==> config.mk <==
export PLATFORM = sky130hd
export DESIGN_NAME = aes_ahb_frontend
export DESIGN_NICKNAME = d
export VERILOG_FILES = /design/src/rtl/aes_ahb_frontend.sv
export SDC_FILE = /design/constraint.sdc
export NUM_CORES = 1
export LEC_CHECK = 0
export CORE_MARGIN = 5
export CORE_UTILIZATION = 45
export DETAILED_ROUTE_END_ITERATION = 10
export SLEW_MARGIN = 5
export SYNTH_ARGS = -nofsm -noshare
export SYNTH_HDL_FRONTEND = slang
export SYNTH_SLANG_ARGS = --single-unit
==> constraint.sdc <==
create_clock -name HCLK -period 10.59 [get_ports HCLK]
set_input_delay 2.6475 -clock HCLK [delete_from_list [all_inputs] [get_ports HCLK]]
set_output_delay 2.6475 -clock HCLK [all_outputs]
set_load 0.005 [all_outputs]
==> src/rtl/aes_ahb_frontend.sv <==
// aes_ahb_frontend: AHB-lite register front end for a block-cipher core.
// Staged DIN words are queued as blocks in an input FIFO and handed to the
// core one at a time. Results land in an output FIFO that is read back via DOUT.
module aes_ahb_frontend #(
  parameter int KEY_WORDS = 4,
  parameter int DEPTH     = 4
) (
  input  logic                    HCLK,
  input  logic                    HRESET,
  input  logic                    HSEL,
  input  logic                    HWRITE,
  input  logic                    HREADY,
  input  logic [1:0]              HTRANS,
  input  logic [7:0]              HADDR,
  input  logic [31:0]             HWDATA,
  output logic [31:0]             HRDATA,
  output logic                    HREADYOUT,
  output logic                    HRESP,
  output logic                    core_valid,
  input  logic                    core_ready,
  output logic [127:0]            core_blk,
  output logic [32*KEY_WORDS-1:0] core_key,
  output logic                    core_encrypt,
  input  logic                    res_valid,
  input  logic [127:0]            res_blk
);
  localparam int AW = $clog2(DEPTH);
  localparam int CW = AW + 1;

  // Word indices (HADDR[7:2])
  localparam logic [5:0] IDX_CTRL  = 6'd0;
  localparam logic [5:0] IDX_STAT  = 6'd1;
  localparam logic [5:0] IDX_SCLR  = 6'd2;
  localparam logic [5:0] IDX_DIN3  = 6'd7;
  localparam logic [5:0] IDX_DOUT3 = 6'd19;
  localparam int         IDX_KEY0  = 8;

  generate
    if (!(KEY_WORDS == 4 || KEY_WORDS == 6 || KEY_WORDS == 8)) begin : g_bad_kw
      $error("aes_ahb_frontend: KEY_WORDS must be 4, 6 or 8");
    end
    if (DEPTH < 2 || DEPTH > 16 || (DEPTH & (DEPTH - 1)) != 0) begin : g_bad_depth
      $error("aes_ahb_frontend: DEPTH must be a power of two in 2..16");
    end
  endgenerate

  typedef enum logic [1:0] {S_IDLE, S_REQ, S_WAIT} state_t;
  state_t state_q, state_d;

  logic             acc_q, wr_q;
  logic [5:0]       idx_q;
  logic             en_q, enc_q, ovf_q, klock_q;
  logic [31:0]      din_q [4];
  logic [31:0]      key_q [KEY_WORDS];

  logic [128:0]     imem [DEPTH];
  logic [AW-1:0]    iwp, irp;
  logic [CW-1:0]    icnt;
  logic [127:0]     omem [DEPTH];
  logic [AW-1:0]    owp, orp;
  logic [CW-1:0]    ocnt;

  logic             wr_en, rd_en, wr_ctrl, wr_sclr, wr_din3, wr_key, clr;
  logic             in_full, in_empty, out_full, out_empty, busy, key_lock;
  logic             push_in, pop_in, push_out, pop_out;
  logic [128:0]     ihead;
  logic [31:0]      oword [4];
  logic [31:0]      status, rdata;
  logic             bus_unused;

  assign HREADYOUT  = 1'b1;
  assign HRESP      = 1'b0;
  assign bus_unused = ^{HADDR[1:0], HTRANS[0]};

  // Address phase capture; the access is acted on in the next (data) phase
  always_ff @(posedge HCLK) begin
    if (HRESET) begin
      acc_q <= 1'b0;
      wr_q  <= 1'b0;
      idx_q <= '0;
    end else begin
      acc_q <= HSEL & HREADY & HTRANS[1];
      wr_q  <= HWRITE;
      idx_q <= HADDR[7:2];
    end
  end

  // Data-phase decode and FIFO handshakes
  always_comb begin
    wr_en     = acc_q & wr_q;
    rd_en     = acc_q & ~wr_q;
    wr_ctrl   = wr_en && (idx_q == IDX_CTRL);
    wr_sclr   = wr_en && (idx_q == IDX_SCLR);
    wr_din3   = wr_en && (idx_q == IDX_DIN3);
    clr       = wr_ctrl & HWDATA[2];
    wr_key    = 1'b0;
    for (int k = 0; k < KEY_WORDS; k++)
      if (wr_en && idx_q == 6'(IDX_KEY0 + k)) wr_key = 1'b1;
    in_full   = (icnt == CW'(DEPTH));
    in_empty  = (icnt == '0);
    out_full  = (ocnt == CW'(DEPTH));
    out_empty = (ocnt == '0);
    busy      = (state_q != S_IDLE);
    // Keys may only change when nothing queued or in flight could see them
    key_lock  = busy | ~in_empty;
    push_in   = wr_din3 & ~in_full;
    pop_in    = core_valid & core_ready;
    push_out  = (state_q == S_WAIT) & res_valid;
    pop_out   = rd_en && (idx_q == IDX_DOUT3) && !out_empty;
    ihead     = imem[irp];
    for (int n = 0; n < 4; n++) oword[n] = omem[orp][127-32*n -: 32];
  end

  // Control, staging, key and sticky status registers
  always_ff @(posedge HCLK) begin
    if (HRESET) begin
      en_q    <= 1'b0;
      enc_q   <= 1'b0;
      ovf_q   <= 1'b0;
      klock_q <= 1'b0;
      for (int n = 0; n < 4; n++) din_q[n] <= '0;
      for (int k = 0; k < KEY_WORDS; k++) key_q[k] <= '0;
    end else begin
      if (wr_ctrl) begin
        en_q  <= HWDATA[0];
        enc_q <= HWDATA[1];
      end
      if (wr_en && idx_q[5:2] == 4'd1) din_q[idx_q[1:0]] <= HWDATA;
      for (int k = 0; k < KEY_WORDS; k++)
        if (wr_en && !key_lock && idx_q == 6'(IDX_KEY0 + k)) key_q[k] <= HWDATA;
      if (wr_sclr && HWDATA[5]) ovf_q <= 1'b0;
      if (wr_sclr && HWDATA[6]) klock_q <= 1'b0;
      if (wr_din3 && in_full) ovf_q <= 1'b1;
      if (wr_key && key_lock) klock_q <= 1'b1;
    end
  end

  // FIFO storage; contents are qualified by the counts so need no reset
  always_ff @(posedge HCLK) begin
    if (push_in)  imem[iwp] <= {din_q[0], din_q[1], din_q[2], HWDATA, enc_q};
    if (push_out) omem[owp] <= res_blk;
  end

  // FIFO pointers and counts; clear drops everything queued
  always_ff @(posedge HCLK) begin
    if (HRESET || clr) begin
      iwp  <= '0;
      irp  <= '0;
      icnt <= '0;
      owp  <= '0;
      orp  <= '0;
      ocnt <= '0;
    end else begin
      if (push_in) iwp <= iwp + AW'(1);
      if (pop_in)  irp <= irp + AW'(1);
      case ({push_in, pop_in})
        2'b10:   icnt <= icnt + CW'(1);
        2'b01:   icnt <= icnt - CW'(1);
        default: ;
      endcase
      if (push_out) owp <= owp + AW'(1);
      if (pop_out)  orp <= orp + AW'(1);
      case ({push_out, pop_out})
        2'b10:   ocnt <= ocnt + CW'(1);
        2'b01:   ocnt <= ocnt - CW'(1);
        default: ;
      endcase
    end
  end

  // Request FSM state register
  always_ff @(posedge HCLK) begin
    if (HRESET) state_q <= S_IDLE;
    else        state_q <= state_d;
  end

  // Request FSM next state and core request outputs
  always_comb begin
    state_d      = state_q;
    core_valid   = 1'b0;
    core_blk     = '0;
    core_encrypt = 1'b0;
    case (state_q)
      // Only start when the output FIFO has room for the result
      S_IDLE: if (en_q && !in_empty && !out_full) state_d = S_REQ;
      S_REQ: begin
        core_valid   = ~HRESET;
        core_blk     = HRESET ? '0 : ihead[128:1];
        core_encrypt = ~HRESET & ihead[0];
        if (core_ready) state_d = S_WAIT;
      end
      S_WAIT: if (res_valid) state_d = S_IDLE;
      default: state_d = S_IDLE;
    endcase
    if (clr) state_d = S_IDLE;
  end

  // Key words presented MSW first
  always_comb begin
    core_key = '0;
    for (int k = 0; k < KEY_WORDS; k++)
      core_key[32*(KEY_WORDS-1-k) +: 32] = key_q[k];
  end

  // Status word and read mux
  always_comb begin
    status        = '0;
    status[0]     = in_full;
    status[1]     = in_empty;
    status[2]     = out_full;
    status[3]     = out_empty;
    status[4]     = busy;
    status[5]     = ovf_q;
    status[6]     = klock_q;
    status[11:8]  = 4'(icnt);
    status[19:16] = 4'(ocnt);
    rdata = '0;
    case (idx_q)
      IDX_CTRL: rdata = {30'b0, enc_q, en_q};
      IDX_STAT: rdata = status;
      default:  ;
    endcase
    if (idx_q[5:2] == 4'd1) rdata = din_q[idx_q[1:0]];
    for (int k = 0; k < KEY_WORDS; k++)
      if (idx_q == 6'(IDX_KEY0 + k)) rdata = key_q[k];
    if (idx_q[5:2] == 4'd4 && !out_empty) rdata = oword[idx_q[1:0]];
    HRDATA = (rd_en && !HRESET) ? rdata : '0;
  end

endmodule
### Yosys cells after proc, flatten, opt, wreduce, memory -nomap -nowiden

Memories as Yosys holds them, arrays and structs flattened. A register that Yosys moved wholly into a read port is not among the register bits.
Cells that the tools add are included.

* register bits after elaboration: 28
* RAM bits: 1284
* input port bits: 177
* output and inout port bits: 292
* logic and storage cells: 170
* memories kept: 4

* add/subtract/negate cells: 8
* order comparisons: 1
* equality and inequality tests: 21
* mux-type cells: 62
* bitwise operators: 19
* reductions and logical operators: 41

Memories
* imem: words 4, bits a word 129, rd ports 1, clocked after Yosys merged registers in 1, wr ports 1, RTL line 56 `logic [128:0] imem [DEPTH];`
* omem: words 4, bits a word 128, rd ports 1, clocked after Yosys merged registers in 1, wr ports 1, RTL line 59 `logic [127:0] omem [DEPTH];`
* din_q: words 4, bits a word 32, rd ports 4, clocked after Yosys merged registers in 1, wr ports 4, RTL line 53 `logic [31:0] din_q [4];`
* key_q: words 4, bits a word 32, rd ports 4, clocked after Yosys merged registers in 0, wr ports 4, RTL line 54 `logic [31:0] key_q [KEY_WORDS];`

Operator list (number)
* 32-bit two-way mux: 14
* 128-bit two-way mux: 2
* 32-bit binary-select mux with 2-bit select: 1
* 19-bit case mux with 2 select lines: 1
* 1-bit two-way mux: 32
* 32-bit OR reduction: 1
* 6-bit by 4-bit == test with 1-bit output, second input constant: 4
* 1-bit logical AND: 23
* 2-bit two-way mux: 9
* 3-bit case mux with 2 select lines: 2
* 2-bit nonzero test: 5
* 1-bit AND: 9
* 2-bit by 1-bit adder with 2-bit output, second input constant: 4
* 3-bit by 1-bit adder with 3-bit output, second input constant: 2
* 2-bit by 1-bit == test with 1-bit output, second input constant: 3
* 2-bit == test, second input constant: 3
* 3-bit == test, second input constant: 2
* 6-bit by 1-bit == test with 1-bit output, second input constant: 1
* 6-bit by 2-bit == test with 1-bit output, second input constant: 1
* 6-bit by 3-bit == test with 1-bit output, second input constant: 1
* 6-bit by 5-bit == test with 1-bit output, second input constant: 1
* 3-bit logical NOT: 2
* 6-bit logical NOT: 1
* 2-bit inequality test, second input constant: 3
* 13 further kinds: 25

### Longest topological paths before layout

Gate-level depths: netlist of the first run.

* word-level depth: 10
* depth in mapped cells: 13
* gate-level depth less buffers: 10

### Worst setup path after synthesis of the first run

OpenSTA, ideal clock, no wires.

* path kind: input to output
* start point: input HRESET
* end point: output core_blk[100]
* arrival: 3.937 ns
* data required time: 7.943 ns
* setup slack: 4.005 ns
* cell stages on the path: 5
* buffers on the path: 3
* cells stage by stage: buf_1 -> nor3b_1 -> clkbuf_1 -> clkbuf_1 -> and2_1

* word-level cells in the longest chain between the ends: 2

RTL lines
* start, declared: RTL line 9 `input logic HRESET,`
* 128-bit two-way mux: RTL line 188 `core_blk = HRESET ? '0 : ihead[128:1];`
* 128-bit two-way mux: RTL line 183 `case (state_q)`
* end, declared: RTL line 21 `output logic [127:0] core_blk,`

Every way passes these cells.

### Final worst setup path of the first run

* start point: input HRESET
* end point: output core_blk[23]

The elaborated chain is that of the path after synthesis.

==> results of run 1 <==
placed cells by master, fill, tap and decap left out, types with 10 or more instances in the layout:
cell             Yosys  final
clkbuf_16            0    143
and2_1             289    282
a221oi_1            18     17
nand2b_1            14     14
clkinv_2             0     13
a22oi_1             31     31
o21ai_0             34     34
bufinv_16            0     10
ha_1                10     10
mux2i_1             40     40
clkdlybuf4s50_1      0    462
diode_2              0     16
nand2_1             40     40
a21oi_1             40     40
inv_1               15     15
and4_1              10     10
nor2b_1             24     22
nor3_1              16     16
edfxtp_1          1284   1284
mux2_2              17     17
buf_4               18     59
clkbuf_1            82     28
a22o_1              11     11
dfxtp_1             32     26
nor2_1              41     40
and3_1              90     90
clkinv_1             2     33
mux4_2             295    295
a211oi_1            17     17
power groups by stage:
| stage | clock, uW | combinational [uW] | sequential (uW) |
|---|---|---|---|
| 6_report | 4650 | 332 | 5770 |
| 5_1_grt | 4970 | 347 | 5770 |
| 4_1_cts | 4730 | 333 | 5770 |
| 3_5_place_dp | 0 | 332 | 5880 |
| 3_3_place_gp | 0 | 325 | 5870 |
| 2_1_floorplan | 0 | 108 | 5860 |
cell families after synthesis:
group	after synthesis	share of synthesized area
XOR/XNOR	11	0.00183
flip-flops	1316	0.745
AND/OR/NAND/NOR	571	0.0662
buffers and inverters	194	0.0174
multiplexers	352	0.138
other	2	0.000143
AO/OA/AOI/OAI	210	0.0284
adder cells (fa/ha/maj)	12	0.00314
cell usage after synthesis (all sizes together), types with 23 or more instances:
library cell  count
dfxtp            32
clkbuf           96
and2            290
and3             90
a22oi            31
nor2b            24
edfxtp         1284
mux2i            40
nand2            40
a21oi            40
o21ai            34
buf              81
mux4            295
nor2             44
nor3             23
worst max-delay path by stage:
stage / end
after floorplan: core_blk[100]
after global placement: HRDATA[7]
after detailed placement: core_blk[92]
after CTS: core_blk[92]
after global routing: core_blk[119]
final: core_blk[23]
metal layers:
metal | up-vias | track usage
met5 | - | 0
met1 | 14600 | 0.330
met2 | 1207 | 0.382
met3 | 188 | 0.0707
li1 | 11800 | -
met4 | 14 | 0.0521
per-stage QoR:
stage | hold WS (ps) | cells | utilization
finish | 503 | 4797 | 0.545
global route | 521 | 4783 | 0.545
CTS | 500 | 4781 | 0.544
detailed placement | 480 | 4540 | 0.507
global placement | 475 | 4540 | 0.507
floorplan | 450 | 2668 | -
final cells by class:
class                   instances  area share
flip-flops and latches       1316       0.619
multi-input cells            1158       0.199
repair buffers                525      0.0811
clock buffers                 172      0.0584
well taps                    1524      0.0301
clock inverters                69     0.00982
inverters                      17     0.00101
diodes                         16    0.000632
flip-flops by register name, indices dropped and copies added (netlist names), named ones only:
signal	count
orp	2
iwp	2
din_q	128
wr_q	1
omem	512
klock_q	1
ovf_q	1
enc_q	1
ocnt	3
idx_q	6
irp	2
key_q	128
icnt	3
owp	2
imem	516
acc_q	1
en_q	1
state_q	2
worst reg2reg max path, stage by stage, from the launching register on:
cell,delay [ps]
dfxtp_4,670
buf_12,610
nand2_1,590
a2111oi_4,570
and2_4,660
buf_4,620
buf_4,880
==> reports/summary.txt, run 1 <==
=================================================================================================
Status                                                                                  completed
Share of async-settable or async-resettable flops after synthesis                               0
Post-synth design cell area                                                             52600 um2
Count of final hold-check violations                                                            0
Cells on Worst Hold Path                                                                        0
Total setup violations reported at the end of the flow                                          0
Core box area                                                                          116000 um2
Fin. max-slew vios                                                                              0
TritonCTS clock tree                                                                          yes
Iteration-0 DRC Markers                                                                      2739
Part of the total power dissipated in combinational logic                                   0.031
TritonCTS Buffers                                                                             139
Number of standard-cell rows in the floorplan                                                 125
Worst slew margin relative to its limit                                                     0.211
Average wire per cell in the routed design                                                30.9 um
Highest Clock Rate                                                                      0.130 GHz
Final Skew                                                                                23.6 ps
Total via count after detailed routing                                                      27800
Peak per-stage delay on the critical path                                                  650 ps
Capture endpoint of the worst hold path                                              imem[0][51]$_DFFE_PP_
Data required, critical path                                                              7940 ps
Type of element capturing the critical path                                          primary output
Number of flops mapped to enable cells by yosys                                              1284
Worst-skew pair later-pin latency                                                          740 ps
Critical Path Fanout Max                                                                      132
Initial antenna violation count                                                                40
Clock Pin Slew Worst Setup and Hold Paths                                                   60 ps
Cells along the critical path                                                        buf_2 > buf_4 > nor3b_2 > buf_4 > and2_1 > clkdlybuf4s50_1
Average cell area after synthesis                                                        19.7 um2
Min Clock Period, post-route                                                              7700 ps
Placement Cell Area                                                                     59000 um2
Mapped Nets                                                                                  2857
Type of element launching the critical path                                             input pin
Cell count of the worst reg-to-reg path                                                         6
Share of the synthesized area in the top cell type                                          0.733
Internal power of the cells                                                               8580 uW
Leakage power summed over all cells                                                     0.0204 uW
Sw frac                                                                                     0.202
I/O Pins                                                                                      469
Arrival time at the worst endpoint                                                        5050 ps
Startpoint of the lowest-slack hold path                                             din_q[2][18]$_SDFFCE_PN0P_
Setup repair after global routing missed its margin                                         false
Final Worst Setup Slack                                                                   2890 ps
Met3 Wirelength                                                                          14500 um
Gate count of the mapped netlist                                                             2668
Capturing point of the worst reg2reg path                                            imem[0][69]$_DFFE_PP_
Cell type with the highest occurrence count on the critical path                            buf_4
Grt total ovfl                                                                                  0
Antenna-violating nets left                                                                     0
Combined flip-flop and latch cell area                                                  39200 um2
Pwr/cell area                                                                          170 nW/um2
Starting Density                                                                            0.453
Max VDD drop                                                                               156 uV
Total number of cells along the worst setup path                                                6
Clock sink total                                                                             1316
Fraction of final layout cells with drive strength greater than 1                           0.187
Post-DR vias/cell                                                                            5.80
Leading cell types by total area after synthesis                                     edfxtp_1 73%, mux4_2 13%, and2_1 3.4%
Placer's final routability congestion estimate                                              0.834
CTS Root Cell                                                                           clkbuf_16
Seq pwr share                                                                               0.537
Number of port buffers                                                                        463
Hold buffers post-CTS                                                                           0
Worst path top cell family by delay                                                  buffers and inverters
Post-synth top area cell                                                                 edfxtp_1
Number of DRC violations after detailed routing                                                 0
Start-to-end type of the worst setup path                                            input pin to primary output
Post-CTS setup buffers                                                                          0
Number of distinct library cell variants in the gate-level netlist after synthesis             71
Total length of routed met2 wires                                                        71200 um
Met1 Wirelength                                                                          59600 um
Final #Nets                                                                                  3346
Number of H-tree branching levels                                                               4
Power dissipated by switching net loads                                                   2170 uW
Area overhead of the layout relative to synthesis                                           20.4%
Die area                                                                               124000 um2
Actual transition at the worst max-transition pin                                         1180 ps
Width of the die                                                                           352 um
DP Wirelength                                                                            97000 um
Top Metal Used                                                                               met5
FF-to-FF setup slack                                                                      5540 ps
Seq/Total Area, Yosys                                                                       0.745
Via count of the first global-routing pass                                                  28400
Number of resized instances in the post-cts repair step                                         0
Height of the chip                                                                         352 um
Post-route cell area                                                                    63300 um2
Crit path from                                                                             HRESET
Wire length of the first global-routing pass                                            210000 um
Crit path max-delay cell type                                                               buf_4
Warning count from the yosys run                                                                0
Worst Hold Class                                                                     register to register
Most used flip-flop cell after synthesis                                                 edfxtp_1
Number of filler instances in the final layout                                               8889
Part of the cycle the worst path needs                                                      0.727
Power, Total                                                                             10700 uW
FF+latch count, synth                                                                        1316
Final-layout setup total negative slack                                                      0 ps
Area taken by multi-input logic gates                                                   12600 um2
Place WS                                                                                  2870 ps
CP bufs+invs                                                                                    4
Maximum number of pins on one net before global-route repair                                  133
Tot GR Track Use                                                                            0.239
DRT Wirelength                                                                          148000 um
Max capacitance violation total                                                                 0
Clock share of power                                                                        0.433
Pre-antenna DRT Iters                                                                           5
Worst flop-to-flop path startpoint                                                   idx_q[0]$_SDFF_PP0_
Clock buffer depth                                                                              3
=================================================================================================
Power figures use the tool's default switching activity.
==> inputs of run 2 (changes only) <==
Clock period 10.59 ns to 7.5 ns, I/O delays scaled along.
==> run 2 against run 1 <==
Net effect:
- critical path type is now register to primary output
- hold slack lost 18 ps
- combinational power grew 42%
- non-clock buffer count grew 14
- first-iteration DRC count grew 6.9%
- final area is essentially flat
- critical endpoint is now HRDATA[5]
- sequential cell count is the same
- clock-buffer cell count grew 17
- largest cell class unchanged
==> reports/summary.txt, run 2 (synthesis gave the netlist of run 1 again) <==
================================================================================
Commonest cells after routing, fill and taps aside                  1284 x edfxtp_1, 462 x clkdlybuf4s50_1, 295 x mux4_2
TritonCTS Buffers                                                            140
Min Clock Period, post-route                                             6580 ps
Number of port buffers                                                       463
Hold buffers post-CTS                                                          0
Die area                                                              124000 um2
Grt total ovfl                                                                 0
Type of element launching the critical path                             register
Data required, critical path                                             5620 ps
Cells on Worst Hold Path                                                       2
Startpoint of the lowest-slack hold path                            klock_q$_SDFFE_PP0P_
Fraction of final layout cells with drive strength greater than 1          0.188
Placer's final routability congestion estimate                             0.805
Type of element capturing the critical path                         primary output
Number of DRC violations after detailed routing                                0
Clock buffer depth                                                             3
Width of the die                                                          352 um
Final #Nets                                                                 3361
Via count of the first global-routing pass                                 28600
Largest register by flop count                                              imem
Clock Pin Slew Worst Setup and Hold Paths                                  60 ps
Area overhead of the layout relative to synthesis                          20.4%
Core box area                                                         116000 um2
Start-to-end type of the worst setup path                           register to primary output
Fin. max-slew vios                                                             0
Capture endpoint of the worst hold path                             klock_q$_SDFFE_PP0P_
Worst-skew pair later-pin latency                                         770 ps
Leakage power summed over all cells                                    0.0204 uW
Number of H-tree branching levels                                              4
Pre-antenna DRT Iters                                                          5
Initial antenna violation count                                               32
Cell count of the worst reg-to-reg path                                        5
Max VDD drop                                                              178 uV
Final Skew                                                               23.8 ps
Clock sink total                                                            1316
Capturing point of the worst reg2reg path                           imem[1][124]$_DFFE_PP_
Worst Hold Class                                                    register to register
Arrival time at the worst endpoint                                       4710 ps
Most common library cell in the layout ignoring fill and taps           edfxtp_1
Total setup violations reported at the end of the flow                         0
DP Wirelength                                                           97400 um
Top flop regs                                                       imem x516, omem x512
Total via count after detailed routing                                     27900
Max FFs per register                                                         516
Number of resized instances in the post-cts repair step                        0
Post-DR vias/cell                                                           5.79
Count of final hold-check violations                                           0
Worst flop-to-flop path startpoint                                  idx_q[1]$_SDFF_PP0_
Cells along the critical path                                       nor2b_4 > a22oi_1 > and4_1 > a2111oi_0 > buf_4 > clkdlybuf4s50_1
CTS Root Cell                                                          clkbuf_16
Pwr/cell area                                                         236 nW/um2
Wire length of the first global-routing pass                           209000 um
Combined flip-flop and latch cell area                                 39200 um2
Status                                                                 completed
Antenna-violating nets left                                                    0
Height of the chip                                                        352 um
Tot GR Track Use                                                           0.239
Peak per-stage delay on the critical path                                1010 ps
Number of filler instances in the final layout                              8958
Setup repair after global routing missed its margin                        false
DRT Wirelength                                                         149000 um
Part of the cycle the worst path needs                                     0.878
Maximum number of pins on one net before global-route repair                  69
Actual transition at the worst max-transition pin                        1190 ps
Final-layout setup total negative slack                                     0 ps
Worst slew margin relative to its limit                                    0.203
Starting Density                                                           0.453
Highest Clock Rate                                                     0.152 GHz
Iteration-0 DRC Markers                                                     2928
Hold Slack                                                                485 ps
FF-to-FF setup slack                                                     2960 ps
Max capacitance violation total                                                0
Area taken by multi-input logic gates                                  12600 um2
Crit path max-delay cell type                                            nor2b_4
I/O Pins                                                                     469
TritonCTS clock tree                                                         yes
Number of standard-cell rows in the floorplan                                125
Average wire per cell in the routed design                               30.9 um
Post-CTS setup buffers                                                         0
Critical Path Fanout Max                                                      37
================================================================================
-- run 2: where the power goes --
part	internal, uW	leakage (uW)	switching (uW)	total, uW
combinational	192	0.00612	278	470
clock	3570	0.00203	2790	6360
sequential	8080	0.0123	59.5	8140
total	11800	0.0204	3130	15000
-- run 2: worst max-delay path: cells and delay by family, from the launching register on --
family | cells | cell delay (ps)
AO/OA/AOI/OAI | 2 | 940
flip-flops | 1 | 770
AND/OR/NAND/NOR | 2 | 1410
buffers and inverters | 2 | 780
-- run 2: worst max path at each step --
stage / start / end / slack, ps / depth (start not counted)
2_1_floorplan: res_valid / omem[0][0]$_DFFE_PP_ / 1800 / 3
3_3_place_gp: HRESET / HRDATA[12] / 1190 / 5
3_5_place_dp: HRESET / HRDATA[12] / 1220 / 5
4_1_cts: idx_q[0]$_SDFF_PP0_ / HRDATA[5] / 850 / 6
5_1_grt: idx_q[0]$_SDFF_PP0_ / HRDATA[5] / 720 / 6
6_report: idx_q[0]$_SDFF_PP0_ / HRDATA[5] / 920 / 6
-- run 2: final cells by class --
type | count | area share
tap | 1524 | 0.0301
multi-input combinational | 1158 | 0.199
inverter | 17 | 0.00101
antenna | 13 | 0.000514
clock buffer | 189 | 0.0594
timing repair buffer | 539 | 0.0839
sequential | 1316 | 0.619
clock inverter | 61 | 0.00668
-- run 2: through the flow --
| step | cell area [um2] | power, uW | std cells | utilization | setup WS [ps] |
|---|---|---|---|---|---|
| 2_1_floorplan | 52600 | 8420 | 2668 | - | 1800 |
| 3_3_place_gp | 59100 | 8760 | 4554 | 0.509 | 1190 |
| 3_5_place_dp | 59100 | 8770 | 4554 | 0.509 | 1220 |
| 4_1_cts | 63300 | 15100 | 4804 | 0.545 | 848 |
| 5_1_grt | 63300 | 15400 | 4805 | 0.545 | 720 |
| 6_report | 63300 | 15000 | 4817 | 0.545 | 916 |
-- run 2: routing by layer --
layer	GRT usage	share of wire	wire [um]	vias up
met5	0	0.00086	128	-
met3	0.0822	0.12	17200	198
met1	0.321	0.39	58000	14600
met4	0.0567	0.020	2990	18
li1	-	-	-	11800
met2	0.381	0.47	70500	1257
